--- src/rtl/product_accumulator.sv ---
// Frame accumulator for multiplier products: sums up to LEN unsigned products per frame
// with saturation, and presents one result per frame on a valid/ready output port.
module product_accumulator #(
    parameter int IN_W  = 6,
    parameter int ACC_W = 8,
    parameter int LEN   = 8,
    parameter int CNT_W = $clog2(LEN + 1)
) (
    input  logic             clk,
    input  logic             rst_n,
    input  logic             clear,
    input  logic             in_valid,
    output logic             in_ready,
    input  logic [IN_W-1:0]  in_product,
    input  logic             in_last,
    output logic             out_valid,
    input  logic             out_ready,
    output logic [ACC_W-1:0] out_sum,
    output logic [CNT_W-1:0] out_count,
    output logic             out_sat
);

    typedef enum logic {
        ACCUM = 1'b0,
        HOLD  = 1'b1
    } state_t;

    localparam logic [CNT_W-1:0] CNT_ONE  = CNT_W'(1);
    localparam logic [CNT_W-1:0] CNT_LAST = CNT_W'(LEN - 1);

    state_t             state_reg, state_next;
    logic [ACC_W-1:0]   acc_reg, acc_next;
    logic [CNT_W-1:0]   cnt_reg, cnt_next;
    logic               sat_reg, sat_next;
    logic               out_valid_reg, out_valid_next;
    logic [ACC_W-1:0]   out_sum_reg, out_sum_next;
    logic [CNT_W-1:0]   out_count_reg, out_count_next;
    logic               out_sat_reg, out_sat_next;

    logic               accept;
    logic               frame_end;
    logic               overflow;
    logic [ACC_W:0]     sum_wide;
    logic [ACC_W-1:0]   sum_sat;

    // One extra bit catches the carry so the saturated value never shows a wrap.
    assign sum_wide  = {1'b0, acc_reg} + {{(ACC_W + 1 - IN_W){1'b0}}, in_product};
    assign overflow  = sum_wide[ACC_W];
    assign sum_sat   = overflow ? {ACC_W{1'b1}} : sum_wide[ACC_W-1:0];
    assign frame_end = (cnt_reg == CNT_LAST) || in_last;

    assign in_ready = !clear && ((state_reg == ACCUM) || out_ready);
    assign accept   = in_valid && in_ready;

    always_comb begin
        state_next     = state_reg;
        acc_next       = acc_reg;
        cnt_next       = cnt_reg;
        sat_next       = sat_reg;
        out_valid_next = out_valid_reg;
        out_sum_next   = out_sum_reg;
        out_count_next = out_count_reg;
        out_sat_next   = out_sat_reg;

        if (clear) begin
            state_next     = ACCUM;
            acc_next       = '0;
            cnt_next       = '0;
            sat_next       = 1'b0;
            out_valid_next = 1'b0;
        end else begin
            // acc/cnt/sat are already zero in HOLD, so an accepted product there
            // naturally becomes the first sample of the next frame.
            if (state_reg == HOLD && out_ready) begin
                state_next     = ACCUM;
                out_valid_next = 1'b0;
            end
            if (accept) begin
                if (frame_end) begin
                    out_sum_next   = sum_sat;
                    out_count_next = cnt_reg + CNT_ONE;
                    out_sat_next   = sat_reg | overflow;
                    out_valid_next = 1'b1;
                    acc_next       = '0;
                    cnt_next       = '0;
                    sat_next       = 1'b0;
                    state_next     = HOLD;
                end else begin
                    acc_next = sum_sat;
                    cnt_next = cnt_reg + CNT_ONE;
                    sat_next = sat_reg | overflow;
                end
            end
        end
    end

    always_ff @(posedge clk or negedge rst_n) begin
        if (!rst_n) begin
            state_reg     <= ACCUM;
            acc_reg       <= '0;
            cnt_reg       <= '0;
            sat_reg       <= 1'b0;
            out_valid_reg <= 1'b0;
            out_sum_reg   <= '0;
            out_count_reg <= '0;
            out_sat_reg   <= 1'b0;
        end else begin
            state_reg     <= state_next;
            acc_reg       <= acc_next;
            cnt_reg       <= cnt_next;
            sat_reg       <= sat_next;
            out_valid_reg <= out_valid_next;
            out_sum_reg   <= out_sum_next;
            out_count_reg <= out_count_next;
            out_sat_reg   <= out_sat_next;
        end
    end

    assign out_valid = out_valid_reg;
    assign out_sum   = out_sum_reg;
    assign out_count = out_count_reg;
    assign out_sat   = out_sat_reg;

endmodule

--- config.mk ---
export PLATFORM = sky130hd
export DESIGN_NAME = product_accumulator
export DESIGN_NICKNAME = d
export VERILOG_FILES = /design/src/rtl/product_accumulator.sv
export SDC_FILE = /design/constraint.sdc
export NUM_CORES = 1
export LEC_CHECK = 0
export CELL_PAD_IN_SITES_DETAIL_PLACEMENT = 0
export CELL_PAD_IN_SITES_GLOBAL_PLACEMENT = 1
export CORE_MARGIN = 10
export CORE_UTILIZATION = 30
export DETAILED_ROUTE_END_ITERATION = 7
export HOLD_SLACK_MARGIN = 0.1
export PLACE_DENSITY_LB_ADDON = 0.08
export SYNTH_ARGS = -nofsm -noshare
export SYNTH_HDL_FRONTEND = slang
export SYNTH_SLANG_ARGS = --single-unit
--- constraint.sdc ---
create_clock -name clk -period 6.9 [get_ports clk]
set_clock_uncertainty 0.05 [all_clocks]
set_input_delay 0.69 -clock clk [delete_from_list [all_inputs] [get_ports clk]]
set_output_delay 0.69 -clock clk [all_outputs]
set_load 0.03 [all_outputs]
==> results.yml <==
sta:
  hold_violations: 0
  post-route-period-util_pct: 41.95
  slew_headroom_pct: 22.00
  fin_crit_ps: 2895
  finalSetupTns_ps: 0
  drv_slew: 0
  worst_slew_pin_slew_ps: 1170
  fmaxAchievable_ghz: 0.3455
  rsz0062_at_grt: "false"
  setup-violations-final: 0
floorplanning:
  ioPinCount: 27
  start_util_pct: 30.62
  die_x_um: 91.74
  num_rows: 26
  die_y_um: 91.74
  core-area_um2: 5042
  dieArea_um2: 8416
route:
  drt_first_iter_violations: 97
  first_pass_iters: 4
  antenna_left: 0
  drc_errors: 0
  vias_per_cell: 5.092
  wl_um: 3915
  num_vias: 1278
  wl_per_cell_um: 15.60
logic_synthesis:
  yosys.area_share.xor_xnor_pct: 2.269
  synth_warnings: 0
  synthAdderAreaFrac_pct: 6.969
  netlist_instances: 155
  synth_simple_gate_area_share_pct: 13.94
  synth_edf_count: 0
  synth_seq_cells: 28
  synthArstFlopShare_pct: 100.0
  synth_nets: 175
  synth_top_family_by_area: "compound AO/OA/AOI/OAI gates"
  yosysTopAreaCell: "dfrtp_1"
  synth_area_um2: 1544
  synthTopCellsByArea: "dfrtp_1 (45%), ha_1 (5.7%), o21ai_0 (5.2%)"
  ys_types: 43
  yosys-mux-area-fraction_pct: 3.728
  synth_top_area_share_pct: 45.38
  synth-seq-area-share_pct: 45.38
  syn_area_per_cell_um2: 9.961
  ys.flop_type: "dfrtp_1"
  synth_compound_gate_area_share_pct: 23.82
setup_path:
  critPathArrivalTime_ps: 2150
  critPathKind: "primary input to primary output"
  cp-start-kind: "primary input"
  r2r_slack_ps: 4540
  cp_max_fo: 5
  cp-end-kind: "primary output"
  required_ps: 6160
layout:
  nNetsFinal: 202
  fillers: 532
  final_layout_size_suffix_gt1_share_pct: 6.630
  multi_input_area_um2: 783.3
  regArea_um2: 700.7
  final_common_cell: "dfrtp_1"
  final_cell_mix: "dfrtp_1 (28), clkdlybuf4s50_1 (26), nand2_1 (18), o21ai_0 (16)"
  n_antenna_cell: 0
  final_area_um2: 1944
  syn_to_final_growth_pct: 25.93
global_routing:
  grt_pass1_vias: 1365
  grt_start_max_net_pins: 29
  grt_usage_pct: 9.446
  grt_overflow: 0
  grt_pass1_wl_um: 6686
  antenna_found_initial: 0
clocking:
  holdBufCountCts: 0
  tritoncts: "yes"
  max-clock-path-buffers: 2
  cts_setup_buffers: 0
  root_buffer: "clkbuf_8"
  cts_made_buffers: 3
  cts_sinks: 28
  clkLatencyLatePin_ps: 280
  path_clk_slew_ps: 100
  ctsResizeCount: 0
  htree_levels: 1
placement:
  port_buffers: 26
  place_hpwl_um: 2953
  place_area_um2: 1873
  gp_congestion: 0.8081
pwr:
  irDropWorstVdd_v: 0.0001183
  pwr-share-seq_pct: 43.5
  sw_frac_of_total_pct: 29.62
  power.density_nw_per_um2: 221.8
  switching_power_mw: 0.1277
  power.internal_mw: 0.3035
  pwr-share-clk_pct: 30.6
  power_leakage_nw: 0.8467
  combPwrFrac_pct: 25.9
hold_path:
  min_path_type: "register to register"
run_status:
  status: "finished, final reports clean"
flow_run:
  maxCapViolCount: 0
-- cells in the mapped netlist, drive strengths merged (2+ instances only) --
master   number
mux2i         2
and3          4
a211oi        2
a21o          4
ha            7
o2bb2ai       2
a22oi         3
mux2          3
nor2b         2
o2111ai       3
clkbuf        2
dfrtp        28
o211ai        2
a221oi        3
o21ai        18
a22o          2
inv           7
nand2        18
nor2          7
a31oi         4
buf           4
a21oi         5
and2          3
xnor2         3
nand3         4
-- worst paths after layout --
kind                                      to  depth (start not counted)          from
min in group asynchronous         acc_reg[1]                          2         rst_n
worst max register to register    out_sum[3]                          6    acc_reg[0]
worst max-delay path                in_ready                          4     out_ready
max in group asynchronous          state_reg                          2         rst_n
worst min register to register  out_count[0]                          2  out_count[0]
worst min-delay path            out_count[0]                          2  out_count[0]
-- power groups by stage --
stage	Sequential, mW	Clock [mW]	Combinational [mW]
finish	0.188	0.132	0.112
global route	0.190	0.142	0.121
CTS	0.188	0.137	0.113
detailed placement	0.191	0	0.113
global placement	0.191	0	0.112
floorplan	0.215	0	0.0405
-- layer usage --
layer | GRT usage, % | vias up | share of wire, %
met5 | 0 | - | 0
met4 | 2.314 | 0 | 0.43
met2 | 15.94 | 24 | 48
met3 | 2.282 | 2 | 4.5
met1 | 11.84 | 629 | 47
li1 | - | 623 | -
-- metrics by stage --
stage	utilization [%]	setup WS (ps)	power, mW	hold WS (ps)	instances
after floorplan	-	4393	0.2552	344.4	155
after global placement	37.15	3845	0.3033	415.3	247
after detailed placement	37.15	3807	0.3041	419.2	247
after CTS	38.56	4008	0.4382	444.0	251
after global routing	38.56	3930	0.4528	480.1	251
final	38.56	4005	0.4312	432.7	251
-- final cells by class --
cell class              count  area share, %
well taps                  70          4.505
inverters                   7          1.351
clock buffers               3          2.124
repair buffers             28          14.16
multi-input cells         114          40.28
flip-flops and latches     28          36.04
clock inverters             1          1.544
-- worst max-delay path, cell delays in order --
cell             delay (ps)
clkdlybuf4s50_1         470
nand2b_1                170
and2_1                  150
clkdlybuf4s50_1         680
-- cells by family after synthesis --
logic type | count (synthesis)
AO/OA/AOI/OAI | 53
multiplexers | 5
XOR/XNOR | 4
buffers and inverters | 13
AND/OR/NAND/NOR | 44
flip-flops | 28
adder cells (fa/ha/maj) | 8
Note: power is estimated with default switching activity, not from simulation.
